## src/rtl/mp_add_pkg.sv

```systemverilog
// Shared types and defaults for the multi-precision add/subtract sequencer.
package mp_add_pkg;

    typedef enum logic [1:0] {
        IDLE,
        RUN,
        DONE
    } state_e;

    localparam int unsigned WORD_W_DEF    = 16;
    localparam int unsigned NUM_WORDS_DEF = 4;

    // Width of the word index; at least one bit.
    function automatic int unsigned idx_width(input int unsigned n);
        return (n > 1) ? $clog2(n) : 1;
    endfunction

endpackage

```

## src/rtl/mp_word_adder.sv

```systemverilog
// Combinational WORD_W-bit ripple adder slice with carry-in/carry-out and the
// carry into the MSB (used for signed-overflow detection).
module mp_word_adder #(
    parameter int unsigned WORD_W = 16
) (
    input  logic [WORD_W-1:0] a_i,
    input  logic [WORD_W-1:0] b_i,
    input  logic              cin_i,
    output logic [WORD_W-1:0] sum_o,
    output logic              cout_o,
    output logic              c_msb_o
);

    logic [WORD_W:0] carry;

    // Bit-level ripple chain.
    always_comb begin
        carry    = '0;
        sum_o    = '0;
        carry[0] = cin_i;
        for (int i = 0; i < WORD_W; i++) begin
            sum_o[i]     = a_i[i] ^ b_i[i] ^ carry[i];
            carry[i + 1] = (a_i[i] & b_i[i]) | (carry[i] & (a_i[i] ^ b_i[i]));
        end
        cout_o  = carry[WORD_W];
        c_msb_o = carry[WORD_W-1];
    end

endmodule

```

## src/rtl/mp_add_ctrl.sv

```systemverilog
// Multi-precision add/subtract sequencer: walks one shared WORD_W-bit slice over
// NUM_WORDS words, LSW first, chaining the carry through a register.
// Optional feature: define MP_ADD_OVF_EN to enable signed-overflow output.
module mp_add_ctrl
    import mp_add_pkg::*;
#(
    parameter int unsigned WORD_W    = WORD_W_DEF,
    parameter int unsigned NUM_WORDS = NUM_WORDS_DEF
) (
    input  logic                          clk,
    input  logic                          rst_n,
    input  logic                          in_valid,
    output logic                          in_ready,
    input  logic [WORD_W*NUM_WORDS-1:0]   in_a,
    input  logic [WORD_W*NUM_WORDS-1:0]   in_b,
    input  logic                          in_sub,
    input  logic                          in_cin,
    output logic                          out_valid,
    input  logic                          out_ready,
    output logic [WORD_W*NUM_WORDS-1:0]   out_sum,
    output logic                          out_cout,
    output logic                          out_ovf
);

    localparam int unsigned N     = WORD_W * NUM_WORDS;
    localparam int unsigned IDX_W = idx_width(NUM_WORDS);
    localparam logic [IDX_W-1:0] LAST_IDX = IDX_W'(NUM_WORDS - 1);

    state_e           state_q, state_d;
    logic [IDX_W-1:0] idx_q, idx_d;
    logic             carry_q, carry_d;
    logic [N-1:0]     a_q, a_d;
    logic [N-1:0]     b_q, b_d;
    logic [N-1:0]     sum_q, sum_d;

    logic [WORD_W-1:0] slice_a, slice_b, slice_sum;
    logic              slice_cout, slice_cmsb;

    assign slice_a = a_q[idx_q*WORD_W +: WORD_W];
    assign slice_b = b_q[idx_q*WORD_W +: WORD_W];

    // Single shared slice; word-to-word carry only via carry_q.
    mp_word_adder #(
        .WORD_W (WORD_W)
    ) u_slice (
        .a_i     (slice_a),
        .b_i     (slice_b),
        .cin_i   (carry_q),
        .sum_o   (slice_sum),
        .cout_o  (slice_cout),
        .c_msb_o (slice_cmsb)
    );

    // Next-state logic for the sequencer and its datapath registers.
    always_comb begin
        state_d = state_q;
        idx_d   = idx_q;
        carry_d = carry_q;
        a_d     = a_q;
        b_d     = b_q;
        sum_d   = sum_q;
        unique case (state_q)
            IDLE: begin
                if (in_valid) begin
                    // Subtract as A + ~B + 1.
                    a_d     = in_a;
                    b_d     = in_b ^ {N{in_sub}};
                    carry_d = in_sub | in_cin;
                    idx_d   = '0;
                    state_d = RUN;
                end
            end
            RUN: begin
                sum_d[idx_q*WORD_W +: WORD_W] = slice_sum;
                carry_d = slice_cout;
                if (idx_q == LAST_IDX) begin
                    idx_d   = '0;
                    state_d = DONE;
                end else begin
                    idx_d = idx_q + 1'b1;
                end
            end
            DONE: begin
                if (out_ready) begin
                    state_d = IDLE;
                end
            end
            default: state_d = IDLE;
        endcase
    end

    // State and datapath registers.
    always_ff @(posedge clk or negedge rst_n) begin
        if (!rst_n) begin
            state_q <= IDLE;
            idx_q   <= '0;
            carry_q <= 1'b0;
            a_q     <= '0;
            b_q     <= '0;
            sum_q   <= '0;
        end else begin
            state_q <= state_d;
            idx_q   <= idx_d;
            carry_q <= carry_d;
            a_q     <= a_d;
            b_q     <= b_d;
            sum_q   <= sum_d;
        end
    end

    assign in_ready  = (state_q == IDLE);
    assign out_valid = (state_q == DONE);
    assign out_sum   = sum_q;
    // After the last word carry_q holds the top-word carry-out until the next accept.
    assign out_cout  = carry_q;

`ifdef MP_ADD_OVF_EN
    logic ovf_q, ovf_d;

    // Capture signed overflow from the top word in the last RUN cycle.
    always_comb begin
        ovf_d = ovf_q;
        if (state_q == RUN && idx_q == LAST_IDX) begin
            ovf_d = slice_cmsb ^ slice_cout;
        end
    end

    // Overflow flag register.
    always_ff @(posedge clk or negedge rst_n) begin
        if (!rst_n) begin
            ovf_q <= 1'b0;
        end else begin
            ovf_q <= ovf_d;
        end
    end

    assign out_ovf = ovf_q;
`else
    logic unused_cmsb;
    assign unused_cmsb = slice_cmsb;
    assign out_ovf     = 1'b0;
`endif

endmodule
```

## config.mk

```make
export PLATFORM = sky130hd
export DESIGN_NAME = mp_add_ctrl
export DESIGN_NICKNAME = d
export VERILOG_FILES = /design/src/rtl/mp_add_pkg.sv /design/src/rtl/mp_word_adder.sv /design/src/rtl/mp_add_ctrl.sv
export SDC_FILE = /design/constraint.sdc
export NUM_CORES = 1
export LEC_CHECK = 0
export ABC_AREA = 1
export CAP_MARGIN = 20
export CORE_AREA = 2 2 149 151
export CTS_CLUSTER_DIAMETER = 50
export CTS_CLUSTER_SIZE = 20
export DETAILED_ROUTE_END_ITERATION = 6
export DIE_AREA = 0 0 151 153
export PLACE_DENSITY = 0.87
export SYNTH_ARGS = -nofsm -noshare
export SYNTH_HDL_FRONTEND = slang
export SYNTH_HIERARCHICAL = 1
export SYNTH_SLANG_ARGS = --single-unit
```

## constraint.sdc

```tcl
create_clock -name clk -period 7.24 [get_ports clk]
set_input_delay 2.172 -clock clk [delete_from_list [all_inputs] [get_ports clk]]
set_output_delay 2.172 -clock clk [all_outputs]
set_load 0.03 [all_outputs]
```

==> key figures <==
Layout
  – Relative area change from synthesis to final layout: 27.0%
  – Final Non-Filler Cells: 1634
  – Final net count: about 1500
  – Fillers: 1809
  – Fraction of layout cells with a size suffix above 1: 0.0672
  – Diodes inserted: 0
  – Footprint of the multi-input gates: approximately 4300 um^2
  – Storage element area: roughly 5000 um^2

Timing
  – Hold_ws: ~0.47 ns
  – Count of final hold-check violations: 0
  – Clock period minus worst slack: ~7.1 ns
  – Transition time at the pin with the least slew margin: about 0.95 ns
  – Upper clock frequency limit: about 0.14 GHz
  – Max-Slew Margin vs Limit: 0.367
  – Max-slew violation count: 0
  – Worst clock skew on the final layout: around 0.012 ns
  – Final-layout setup total negative slack: 0 ns
  – Number of failing setup endpoints in the final timing report: 0
  – Final setup slack of the worst path: ~0.16 ns
  – Final Cycle Share: 0.978

Route
  – Routed Antenna Nets: 0
  – Final wirelength: between 20000 and 30000 um
  – Number of violations reported at the end of detailed-routing iteration 0: around 650
  – Via count normalized by instance count: 5.17
  – 1st-pass router iterations: 5
  – Count of vias placed by the detailed router: ~8500
  – Wire per inst: between 15 and 20 um
  – DRC: 0

Logic synthesis
  – Net Count, Synth: ~1300
  – Average size of a mapped cell: 8.41 um^2
  – Synthesized cell area: between 9000 and 10000 um^2
  – Complex-gate fraction of the synthesized area: 0.0869
  – Most used flip-flop cell after synthesis: dfrtp_1
  – Dominant combinational cell family by area after synthesis: simple AND/OR/NAND/NOR gates
  – Xor and xnor area share after synthesis: 0.0565
  – Post-Synth Adder-Cell Area: 0.0398
  – Number of unique standard cell types used by synthesis: 27
  – Share of synthesized area occupied by flip-flops and latches: 0.497
  – Share of async-settable or async-resettable flops after synthesis: 1.00
  – FF+latch count, synth: between 150 and 200
  – Number of enable-type register cells in the synthesized netlist: 0
  – Multiplexer share of the synthesized area: 0
  – Synthesized instance count: 1180
  – Synth warn: 6
  – Simple-gate area share of the yosys netlist: 0.247

Status
  – Result of the run: finished, final reports clean

Pwr
  – Peak supply drop: approximately 0.00028 V
  – Power share of the combinational group: 0.557
  – Leak: around 6.1 nW
  – Clock network fraction of design power: 0.147
  – Sequential share of power: 0.296
  – Switching part of the total: 0.473
  – Tot Pwr: 6.36 mW
  – Power density cells: just over 500 nW/um^2
  – Cell internal power dissipation: between 3 and 4 mW
  – Sw power: 3.01 mW

Setup path
  – Arrival time of data at the critical path endpoint: roughly 7.5 ns
  – Largest fanout on the critical path: 5
  – Largest stage delay, worst path: between 0.4 and 0.5 ns
  – Critical path required time: 7.61 ns
  – Startpoint types: flip-flop
  – Slowest CP cell: fa_1
  – Path type of the worst setup path: flip-flop to flip-flop
  – Library cell appearing most often on the critical path: fa_2
  – Critical path endpoint category: flip-flop

Clock network
  – TritonCTS clock tree: built
  – Root buf cell: clkbuf_16
  – Total clock buffers created by CTS: 17
  – CTS H-Tree Depth: 4
  – CTS sink cnt: approximately 200
  – Worst-case clock buffer depth: 2
  – Clock-pin slew on the worst setup and hold paths: ~0.07 ns
  – Clock latency at the later pin of the worst-skew pair: about 0.44 ns

Global routing
  – Pin count of the biggest net entering global routing: between 150 and 200
  – Global routing usage summed across all routing layers: 0.238
  – Via count of the first global-routing pass: about 8200
  – First-pass GRT wire length: roughly 43000 um
  – Antenna violations before repair: 0
  – Total grt overflow: 0

Place
  – Post-placement cell count: between 1500 and 2000
  – Worst slack at placement: -0.207 ns
  – Detailed placement HPWL: 19100 um
  – Placer's final routability congestion estimate: about 0.9
  – Number of I/O port buffers: 200

Floorplan
  – Total Die Area: between 20000 and 25000 um^2
  – Initial Util: 0.462
  – Ports: roughly 200
  – Vertical extent of the die: 153 um
  – Core ar.: around 21000 um^2
  – Standard-cell row count: 54
  – Horiz. Die Dim: about 150 um

Flow run
  – Count of max-cap constraint violations: 0

Hold path
  – Worst min path class: flip-flop to flip-flop
[worst paths after layout]
kind	from	end	slack [ns]	depth (start not counted)
min in group asynchronous	rst_n	out_sum[17]	1.74	1
max	idx_q[0]	out_sum[31]	0.16	29
max reg2reg	idx_q[0]	out_sum[31]	0.16	29
max in group asynchronous	rst_n	idx_q[0]	4.22	2
min reg2reg	a_q[5]	a_q[5]	0.47	2
min	a_q[5]	a_q[5]	0.47	2
[state kept, by name, indices dropped and copies added (netlist names)]
signal	count
out_cout	1
idx_q	2
a_q	64
state_q	2
b_q	64
out_sum	64
[per-layer routing]
layer  vias up  GRT usage  wire length (um)
met5         -          0                 0
met4         0     0.0668               635
met3        37     0.0558              2190
met2       404      0.378             12500
met1      3985      0.327             11100
li1       4028          -                 -
[layout make-up]
type                    count  area share
clock buffers              18      0.0348
clock inverters            14      0.0113
inverters                  68      0.0206
multi-input cells         837       0.343
flip-flops and latches    197       0.391
well taps                 280      0.0278
repair buffers            219       0.171
repair inverters            1    0.000397
[cell usage in the layout (no fill, tap or decap), types with 6 or more instances in the layout]
cell,netlist,routed
dfrtp_1,197,195
o21ai_0,38,38
ha_1,6,6
nor3_2,5,6
nor3_1,11,10
nand3_1,67,67
fa_2,0,13
nor2_1,81,80
o21a_1,16,16
clkbuf_16,0,17
buf_4,6,19
xnor2_1,64,64
o211ai_1,32,32
o21ai_1,61,61
clkdlybuf4s50_1,0,197
nand2_1,429,428
clkinv_4,0,6
inv_1,65,64
[synthesized netlist by cell type, types with 11 or more instances]
master	instances	area (um^2)
xnor2_1	64	561
nor3_1	11	55.1
clkbuf_1	29	109
dfrtp_1	197	4930
o211ai_1	32	240
o21ai_0	38	190
buf_6	16	180
nand2_1	429	1610
fa_1	16	320
buf_2	24	120
nor2_1	81	304
inv_1	65	244
nand3_1	67	335
o21a_1	16	120
o21ai_1	61	305
[through the flow]
step | utilization | cell area, um^2
after floorplan | - | 9950
after global placement | 0.556 | 12000
after detailed placement | 0.556 | 12000
after CTS | 0.584 | 12600
after global routing | 0.587 | 12600
final | 0.587 | 12600
[power groups by stage]
stage	clock network (mW)	logic (mW)	registers (mW)
2_1_floorplan	0	2.08	2.02
3_3_place_gp	0	3.27	1.87
3_5_place_dp	0	3.39	1.88
4_1_cts	0.942	3.44	1.87
5_1_grt	0.995	3.89	1.94
6_report	0.933	3.55	1.88
[critical path, delay by kind of cell, from the launching register on]
kind | cells | cell delay, ns
adder cells (fa/ha/maj) | 16 | 5.45
AND/OR/NAND/NOR | 6 | 0.61
flip-flops | 1 | 0.44
buffers and inverters | 6 | 0.39
AO/OA/AOI/OAI | 1 | 0.10
[kinds of logic (layout without fill, tap and decap cells)]
family          Yosys count  in the layout
other cells               1              1
buf+inv                 146            320
flops                   197            197
compound gates          148            148
simple gates            602            602
xor+xnor                 64             64
fa+ha+maj                22             22
[what timing repair did]
action	in CTS	in global routing
endpoints found under the setup margin	4	8
gates cloned	0	1
hold endpoints to repair	0	0
pin swaps	0	1
setup buffers	1	4
gates resized for setup	4	9
hold buffers	0	0
No activity file was read; power rests on OpenSTA's default activity.
